**src/rtl/burst_scheduler.sv**
```systemverilog
// burst_scheduler
//   Interrupter-side sequencer for the DRSSTC bridge drive path. Each accepted
//   trigger produces one bounded burst: gate (generator enable) is raised for
//   the requested on-time or until the bridge-cycle limit is reached, then the
//   block waits for the bridge drive to ring down and enforces a holdoff
//   before the next burst can start.
//
//   Ports:
//     clk     in   system clock, rising edge
//     rst_n   in   synchronous active-low reset
//     trig    in   burst request level (synchronized)
//     on_us   in   requested on-time in microseconds, sampled at burst start
//     drv     in   selected bridge drive (selector output)
//     ocd     in   overcurrent detect (synchronized)
//     gate    out  generator enable, high only in RUN
//     active  out  high in RUN or DRAIN
//     fault   out  sticky overcurrent termination flag
//     cycles  out  falling edges of drv counted in the last/current burst
//
//   Build option: define BURST_SCHEDULER_OCD_EN to let ocd terminate a burst
//   and set fault. Undefined, ocd is ignored and fault is tied low.
module burst_scheduler #(
  parameter int unsigned CLK_MHZ    = 100,
  parameter int unsigned ON_US_W    = 10,
  parameter int unsigned MAX_CYCLES = 32,
  parameter int unsigned DRAIN_US   = 4,
  parameter int unsigned HOLDOFF_US = 500
) (
  input  logic                             clk,
  input  logic                             rst_n,
  input  logic                             trig,
  input  logic [ON_US_W-1:0]               on_us,
  input  logic                             drv,
  input  logic                             ocd,
  output logic                             gate,
  output logic                             active,
  output logic                             fault,
  output logic [$clog2(MAX_CYCLES+1)-1:0]  cycles
);

  localparam int unsigned CYC_W      = $clog2(MAX_CYCLES + 1);
  localparam int unsigned PRESC_W    = (CLK_MHZ > 1) ? $clog2(CLK_MHZ) : 1;
  localparam int unsigned DRAIN_CLKS = DRAIN_US * CLK_MHZ;
  localparam int unsigned HOLD_CLKS  = HOLDOFF_US * CLK_MHZ;
  localparam int unsigned DRAIN_W    = $clog2(DRAIN_CLKS + 1);
  localparam int unsigned HOLD_W     = $clog2(HOLD_CLKS + 1);

  localparam logic [1:0] S_IDLE  = 2'd0;
  localparam logic [1:0] S_RUN   = 2'd1;
  localparam logic [1:0] S_DRAIN = 2'd2;
  localparam logic [1:0] S_HOLD  = 2'd3;

  logic [1:0]         r_state;
  logic [1:0]         w_state_nxt;
  logic               r_trig_d;
  logic               r_drv_d;
  logic [PRESC_W-1:0] r_presc;
  logic [ON_US_W-1:0] r_on_cnt;
  logic [CYC_W-1:0]   r_cycles;
  logic [DRAIN_W-1:0] r_drain_cnt;
  logic [HOLD_W-1:0]  r_hold_cnt;
  logic               r_gate;
  logic               r_active;

  logic w_trig_rise;
  logic w_drv_fall;
  logic w_tick;
  logic w_start;
  logic w_on_done;
  logic w_cyc_done;
  logic w_ocd_hit;
  logic w_drain_done;
  logic w_hold_done;

  // Edge detects and terminal-count decodes
  assign w_trig_rise  = trig && !r_trig_d;
  assign w_drv_fall   = !drv && r_drv_d;
  assign w_tick       = (r_presc == PRESC_W'(CLK_MHZ - 1));
  assign w_start      = (r_state == S_IDLE) && w_trig_rise && (on_us != '0);
  assign w_on_done    = w_tick && (r_on_cnt == ON_US_W'(1));
  // The fall that brings the count to the limit ends the burst on that edge
  assign w_cyc_done   = w_drv_fall && (r_cycles == CYC_W'(MAX_CYCLES - 1));
  // Drain needs DRAIN_CLKS consecutive low samples; a high sample restarts it
  assign w_drain_done = !drv && (r_drain_cnt == DRAIN_W'(DRAIN_CLKS - 1));
  assign w_hold_done  = (r_hold_cnt == HOLD_W'(HOLD_CLKS - 1));

`ifdef BURST_SCHEDULER_OCD_EN
  logic r_fault;

  assign w_ocd_hit = (r_state == S_RUN) && ocd;

  // Sticky overcurrent flag, cleared only by an accepted trigger
  always_ff @(posedge clk) begin
    if (!rst_n) begin
      r_fault <= 1'b0;
    end else if (w_start) begin
      r_fault <= 1'b0;
    end else if (w_ocd_hit) begin
      r_fault <= 1'b1;
    end
  end

  assign fault = r_fault;
`else
  logic w_unused_ocd;

  assign w_unused_ocd = ocd;
  assign w_ocd_hit    = 1'b0;
  assign fault        = 1'b0;
`endif

  // State register
  always_ff @(posedge clk) begin
    if (!rst_n) begin
      r_state <= S_IDLE;
    end else begin
      r_state <= w_state_nxt;
    end
  end

  // Next-state logic
  always_comb begin
    w_state_nxt = r_state;
    case (r_state)
      S_IDLE:  if (w_start) w_state_nxt = S_RUN;
      S_RUN:   if (w_on_done || w_cyc_done || w_ocd_hit) w_state_nxt = S_DRAIN;
      S_DRAIN: if (w_drain_done) w_state_nxt = S_HOLD;
      S_HOLD:  if (w_hold_done) w_state_nxt = S_IDLE;
      default: w_state_nxt = S_IDLE;
    endcase
  end

  // Outputs registered from the next state so they track the state register
  always_ff @(posedge clk) begin
    if (!rst_n) begin
      r_gate   <= 1'b0;
      r_active <= 1'b0;
    end else begin
      r_gate   <= (w_state_nxt == S_RUN);
      r_active <= (w_state_nxt == S_RUN) || (w_state_nxt == S_DRAIN);
    end
  end

  // Per-state counters; each counter is cleared in the state before it runs
  always_ff @(posedge clk) begin
    if (!rst_n) begin
      r_trig_d    <= 1'b0;
      r_drv_d     <= 1'b0;
      r_presc     <= '0;
      r_on_cnt    <= '0;
      r_cycles    <= '0;
      r_drain_cnt <= '0;
      r_hold_cnt  <= '0;
    end else begin
      r_trig_d <= trig;
      r_drv_d  <= drv;
      case (r_state)
        S_IDLE: begin
          if (w_start) begin
            r_on_cnt <= on_us;
            r_presc  <= '0;
            r_cycles <= '0;
          end
        end
        S_RUN: begin
          r_drain_cnt <= '0;
          r_presc     <= w_tick ? '0 : r_presc + PRESC_W'(1);
          if (w_tick && (r_on_cnt > ON_US_W'(1))) begin
            r_on_cnt <= r_on_cnt - ON_US_W'(1);
          end
          if (w_drv_fall && (r_cycles != CYC_W'(MAX_CYCLES))) begin
            r_cycles <= r_cycles + CYC_W'(1);
          end
        end
        S_DRAIN: begin
          r_hold_cnt <= '0;
          if (drv) begin
            r_drain_cnt <= '0;
          end else if (!w_drain_done) begin
            r_drain_cnt <= r_drain_cnt + DRAIN_W'(1);
          end
        end
        S_HOLD: begin
          if (!w_hold_done) begin
            r_hold_cnt <= r_hold_cnt + HOLD_W'(1);
          end
        end
        default: begin
          r_presc <= '0;
        end
      endcase
    end
  end

  assign gate   = r_gate;
  assign active = r_active;
  assign cycles = r_cycles;

endmodule

```
**config.mk**
```make
export PLATFORM = sky130hd
export DESIGN_NAME = burst_scheduler
export DESIGN_NICKNAME = d
export VERILOG_FILES = /design/src/rtl/burst_scheduler.sv
export SDC_FILE = /design/constraint.sdc
export NUM_CORES = 1
export LEC_CHECK = 0
export CORE_ASPECT_RATIO = 0.8
export CORE_UTILIZATION = 40
export DETAILED_ROUTE_END_ITERATION = 8
export PLACE_DENSITY = 0.62
export SYNTH_ARGS = -nofsm -noshare
export SYNTH_HDL_FRONTEND = slang
export SYNTH_SLANG_ARGS = --single-unit
```
**constraint.sdc**
```tcl
create_clock -name clk -period 6 [get_ports clk]
set_input_delay 1.2 -clock clk [delete_from_list [all_inputs] [get_ports clk]]
set_output_delay 1.2 -clock clk [all_outputs]
set_load 0.05 [all_outputs]
```
==> results of run 1 <==
kinds of logic (layout without fill, tap and decap cells):
kind of cell / Yosys count / in the layout / share of synthesized area (%)
xor+xnor: 8 / 8 / 2.39
fa+ha+maj: 8 / 8 / 3.42
compound gates: 104 / 104 / 24.7
buf+inv: 25 / 38 / 4.15
other cells: 1 / 1 / 0.128
flops: 54 / 54 / 36.9
simple gates: 152 / 152 / 28.3
through the flow:
step | total power, mW | util [%]
6_report | 0.737 | 46.9
3_5_place_dp | 0.490 | 45.2
5_1_grt | 0.769 | 46.9
4_1_cts | 0.743 | 46.9
3_3_place_gp | 0.488 | 45.2
2_1_floorplan | 0.461 | -
Yosys cell counts (5+ instances only):
master    number  area (um2)
nand2b_1       7        43.8
o211ai_1       6        45.0
a21oi_1       32         160
nor3_1        11        55.1
or3_1          8        50.1
or4_1          8        60.1
nand3_1       11        55.1
nand2_1       25        93.8
nor2_1        38         143
a211oi_1       7        52.6
nand4_1        8        50.1
and2_1         7        43.8
ha_1           8         100
o21ai_0       12        60.1
a31oi_1        7        43.8
clkbuf_1       8        30.0
and3_1         7        43.8
inv_1          7        26.3
nor4_1         5        31.3
xor2_1         6        52.6
dfxtp_1       54        1080
metal layers:
layer	track usage, %	up-vias	routed length [um]	share of wire, %
li1	-	1338	-	-
met1	25.6	1247	3500	52
met2	28.3	42	2920	43
met3	3.56	10	213	3.2
met4	8.03	0	119	1.8
met5	0	-	0	0
final cells by class:
type	count	area share [%]
Tap cell	87	3.32
Sequential cell	54	33.0
Clock buffer	5	2.10
Timing Repair Buffer	22	6.64
Multi-Input combinational cell	273	52.7
Inverter	8	0.916
Clock inverter	3	1.37
worst paths after layout:
kind	to	cells past startpoint
worst max-delay path	r_on_cnt[8]	6
worst min-delay path	r_drain_cnt[8]	2
worst max register to register	r_on_cnt[8]	5
worst min register to register	r_drain_cnt[8]	2
cell usage in the layout (no fill, tap or decap), types with 8 or more instances in the layout:
cell and instances:
a21oi_1 32, clkdlybuf4s50_1 21, dfxtp_1 54, ha_1 8, nand2_1 25, nand3_1 11, nand4_1 8, nor2_1 38
nor3_1 11, o21ai_0 12, or3_1 8, or4_1 8
power groups by stage:
stage	Combinational (mW)	Clock [mW]	Sequential (mW)
after floorplan	0.0743	0	0.387
final	0.105	0.256	0.377
after global placement	0.104	0	0.384
after global routing	0.116	0.275	0.378
after CTS	0.105	0.262	0.376
after detailed placement	0.105	0	0.385
flip-flops by register name, indices dropped and copies added (netlist names):
register,flops
r_hold_cnt,16
r_on_cnt,10
r_drain_cnt,9
r_presc,7
cycles,6
r_state,2
active,1
gate,1
r_drv_d,1
r_trig_d,1
worst reg2reg max path, stage by stage, from the launching register on:
cell and delay, ns:
dfxtp_1 0.37, nor4_1 0.48, o211ai_1 0.18, a31oi_2 0.83, a21oi_1 0.10, o211a_1 0.26
==> impl_metrics.py, run 1 <==
metrics = {
    "floorplan": {
        "die_y_um": 78.5,
        "ios": 24,
        "initial_core_util_pct": 41.9,
        "fp-row-count": 27,
        "coreArea_mm2": 0.00699,
        "die_x_um": 97.7,
        "dieArea_mm2": 0.00767,
    },
    "power_and_ir_drop": {
        "seqPwrFrac_pct": 51.1,
        "internal-power_mw": 0.534,
        "p_leak_nw": 1.08,
        "swShare_pct": 27.5,
        "ir_worst_vdd_uv": 104,
        "power_frac_clock_pct": 34.7,
        "power_density_mw_per_mm2": 225,
        "combinationalPowerShare_pct": 14.2,
        "p_switching_mw": 0.203,
    },
    "placed_design": {
        "place.gp.congestion": 0.801,
        "dp_slack_ns": 2.32,
        "place_hpwl_um": 4700,
        "place_area_mm2": 0.00316,
        "dp.cells": 444,
        "numPortBuffers": 21,
    },
    "finish": {
        "final_cell_area_mm2": 0.00328,
        "drive_gt1_share_pct": 7.67,
        "fill_cells": 695,
        "nNetsFinal": 387,
        "syn_to_final_growth_pct": 11.9,
        "antenna_cells": 0,
        "final_cells": 452,
        "multiInputGateArea_mm2": 0.00173,
        "seqCellArea_mm2": 0.00108,
    },
    "setup_path": {
        "startpoint_type": "input pin",
        "worstReg2RegStart": "r_on_cnt[4]",
        "startpoint": "on_us[2]",
        "critPathMaxStageDelay_ns": 0.82,
        "cpMostUsedCell": "a31oi_2",
        "worst_ep_required_time_ns": 6.23,
        "critPathCaptureType": "flip-flop",
        "cp.buffers_inverters": 1,
        "r2r_slack_ns": 3.68,
        "cp_top_family": "compound AO/OA/AOI/OAI gates",
        "path_max_fanout": 20,
        "worstPathArrival_ns": 3.57,
        "crit_chain": "clkdlybuf4s50_1 -> nor4_1 -> a31oi_2 -> a31oi_2 -> a21oi_1 -> o211a_1",
        "crit_type": "in2reg",
        "crit_slowest_cell": "a31oi_2",
    },
    "outcome": {
        "status": "finished with violations",
        "violations": "DRC",
    },
    "timing": {
        "period_needed_ns": 3.34,
        "fin_skew_ns": 0.0111,
        "setup-tns-final_ns": 0,
        "slew_viol_final": 0,
        "setup_violations": 0,
        "timing.hold.ws_ns": 0.487,
        "rsz0062_at_grt": "no",
        "fmax_mhz": 299,
        "tightestPinTransition_ns": 0.978,
        "min_period_over_period_pct": 55.7,
        "finalHoldViolations": 0,
        "fin_ws_ns": 2.66,
        "slew_headroom_pct": 34.6,
    },
    "yosys": {
        "ys_types": 63,
        "synth_edf_count": 0,
        "synth_nets": 375,
        "synthesis.area_mm2": 0.00293,
        "synth_seq_cells": 54,
        "ys.warnings.count": 0,
        "synthesis.instances": 352,
        "synth_ff_type": "dfxtp_1",
        "ys_seq_area_share_pct": 36.9,
        "async_flop_share_pct": 0,
        "avgSynthCellArea_um2": 8.32,
    },
    "clocking": {
        "cts-resized-gates": 0,
        "cts_setup_buffers": 0,
        "cts_buffers": 5,
        "clockRootBuffer": "clkbuf_8",
        "path_clk_slew_ns": 0.11,
        "clock_latency_ns": 0.32,
        "cts_num_sinks": 54,
        "hold_buffers": 0,
        "cts_max_level": 2,
        "cts_buffer_depth": 2,
        "tritoncts": "done",
    },
    "global_route": {
        "grtUsageTotal_pct": 18.6,
        "grt_max_degree": 38,
        "grt-ovfl-total": 0,
        "antenna_found_initial": 0,
        "grt_pass1_vias": 2400,
        "grt_pass1_wl_um": 11400,
    },
    "routing": {
        "drc_errors": 2,
        "drt_iter0_drc": 132,
        "drtAntennaViolNets": 0,
        "wl_per_cell_um": 14.9,
        "via_per_inst": 5.83,
        "vias": 2637,
        "wl_um": 6750,
        "drt_first_pass_iters": 6,
    },
    "min_path": {
        "worstHoldStart": "r_drain_cnt[8]",
        "hp-class": "reg2reg",
    },
    "run": {
        "max_cap_viol_count": 0,
    },
}
No activity file was read; power rests on OpenSTA's default activity.
==> inputs of run 2 (changes only) <==
- clock period: 6 -> 3.3 ns (I/O delays scaled with it)
==> run 2 against run 1 <==
The flow still finishes with violations (DRC). Cell count up 0.88%. Highest routed layer unchanged. Largest power group unchanged. Critical endpoint is now r_on_cnt[0]. Global-route usage down 0.17 points. First-iteration DRC count down 6.1%. Routed wire length up 2.2%. Via count up 0.68%.
==> impl_metrics.py, run 2 (synthesis gave the netlist of run 1 again) <==
metrics = {
    "outcome": {
        "status": "finished with violations",
        "violations": "DRC",
    },
    "finish": {
        "multiInputGateArea_mm2": 0.00173,
        "final_cell_area_mm2": 0.00330,
        "largest-register": "r_hold_cnt",
        "nNetsFinal": 391,
        "final_common_cell": "dfxtp_1",
        "final_cells": 456,
        "syn_to_final_growth_pct": 12.8,
        "seqCellArea_mm2": 0.00108,
        "top_regs": "r_hold_cnt (16), r_on_cnt (10), r_drain_cnt (9)",
        "fill_cells": 689,
        "antenna_cells": 0,
        "layout_common_cells": "dfxtp_1, nor2_1, a21oi_1, nand2_1, clkdlybuf4s50_1",
        "largest_register_ffs": 16,
        "drive_gt1_share_pct": 8.40,
    },
    "timing": {
        "setup-tns-final_ns": 0,
        "rsz0062_at_grt": "no",
        "fin_ws_ns": 0.845,
        "fin_skew_ns": 0.0123,
        "slew_headroom_pct": 39.0,
        "setup_violations": 0,
        "slew_viol_final": 0,
        "fmax_mhz": 407,
        "finalHoldViolations": 0,
        "period_needed_ns": 2.45,
        "tightestPinTransition_ns": 0.913,
        "min_period_over_period_pct": 74.4,
    },
    "global_route": {
        "grtUsageTotal_pct": 18.4,
        "grt_pass1_vias": 2411,
        "grt_pass1_wl_um": 11500,
        "antenna_found_initial": 0,
        "grt-ovfl-total": 0,
        "grt_max_degree": 37,
    },
    "routing": {
        "highest_layer": "met4",
        "drtAntennaViolNets": 0,
        "drt_iter0_drc": 124,
        "dr_wl_met2_um": 2920,
        "wl_met1_um": 3630,
        "via_per_inst": 5.82,
        "vias": 2655,
        "drc_errors": 2,
        "drt_first_pass_iters": 6,
        "route.met3.wl_um": 283,
        "wl_per_cell_um": 15.1,
        "wl_um": 6900,
    },
    "clocking": {
        "cts_buffers": 5,
        "cts_setup_buffers": 0,
        "tritoncts": "done",
        "path_clk_slew_ns": 0.10,
        "clockRootBuffer": "clkbuf_8",
        "cts-resized-gates": 0,
        "cts_max_level": 2,
        "cts_buffer_depth": 2,
        "hold_buffers": 0,
        "clock_latency_ns": 0.31,
        "cts_num_sinks": 54,
    },
    "power_and_ir_drop": {
        "p_leak_nw": 1.10,
        "power_density_mw_per_mm2": 401,
        "ir_worst_vdd_uv": 177,
    },
    "setup_path": {
        "path_max_fanout": 11,
        "r2r_slack_ns": 1.12,
        "worst_ep_required_time_ns": 3.54,
        "crit_type": "in2reg",
        "worstReg2RegStart": "r_state[0]",
        "startpoint_type": "input pin",
        "critPathCaptureType": "flip-flop",
        "worstPathArrival_ns": 2.69,
        "startpoint": "trig",
        "reg2reg_depth": 5,
        "cp-endpoint": "r_on_cnt[0]",
        "r2r-end": "r_on_cnt[0]",
    },
    "placed_design": {
        "place_area_mm2": 0.00319,
        "dp_slack_ns": 0.534,
        "numPortBuffers": 21,
        "place_hpwl_um": 4850,
        "place.gp.congestion": 0.803,
        "dp.cells": 448,
    },
    "min_path": {
        "hp-class": "reg2reg",
    },
    "run": {
        "max_cap_viol_count": 0,
    },
    "floorplan": {
        "initial_core_util_pct": 41.9,
        "coreArea_mm2": 0.00699,
        "ios": 24,
        "die_y_um": 78.5,
        "die_x_um": 97.7,
        "dieArea_mm2": 0.00767,
        "fp-row-count": 27,
    },
}
==> run 2: layout make-up <==
class | count | share of cell area, %
clock buffers | 6 | 2.20
clock inverters | 2 | 1.14
inverters | 8 | 0.909
multi-input cells | 273 | 52.2
flip-flops and latches | 54 | 32.7
well taps | 87 | 3.30
repair buffers | 26 | 7.50
==> run 2: report_power, final <==
| part | internal, mW | switching [mW] | total [mW] |
|---|---|---|---|
| logic | 0.0813 | 0.114 | 0.195 |
| registers | 0.667 | 0.0172 | 0.685 |
| clock network | 0.227 | 0.216 | 0.443 |
| total | 0.975 | 0.348 | 1.32 |
==> run 2: worst min path at each step <==
stage | from | to | slack (ns) | cells past startpoint
after detailed placement | r_hold_cnt[15] | r_hold_cnt[15] | 0.48 | 2
after CTS | r_hold_cnt[15] | r_hold_cnt[15] | 0.49 | 2
after global placement | r_hold_cnt[15] | r_hold_cnt[15] | 0.47 | 2
after global routing | r_drain_cnt[8] | r_drain_cnt[8] | 0.51 | 2
after floorplan | r_hold_cnt[9] | r_hold_cnt[9] | 0.44 | 1
final | r_hold_cnt[15] | r_hold_cnt[15] | 0.48 | 2
==> run 2: through the flow <==
stage	power (mW)	hold WS [ns]	utilization [%]
floorplan	0.839	0.439	-
global placement	0.894	0.466	45.7
detailed placement	0.896	0.480	45.7
CTS	1.33	0.494	47.2
global route	1.39	0.512	47.2
finish	1.32	0.485	47.2
==> run 2: per-layer routing <==
| layer | GRT usage [%] | vias to the layer above |
|---|---|---|
| li1 | - | 1358 |
| met1 | 26.7 | 1244 |
| met5 | 0 | - |
| met3 | 3.38 | 6 |
| met4 | 6.06 | 0 |
| met2 | 27.3 | 47 |
==> run 2: critical path, stage by stage <==
cell	delay, ns
clkdlybuf4s50_1	0.48
or4b_4	0.47
a31oi_2	0.30
a31oi_2	0.07
buf_4	0.23
or3_1	0.31
a31oi_1	0.17
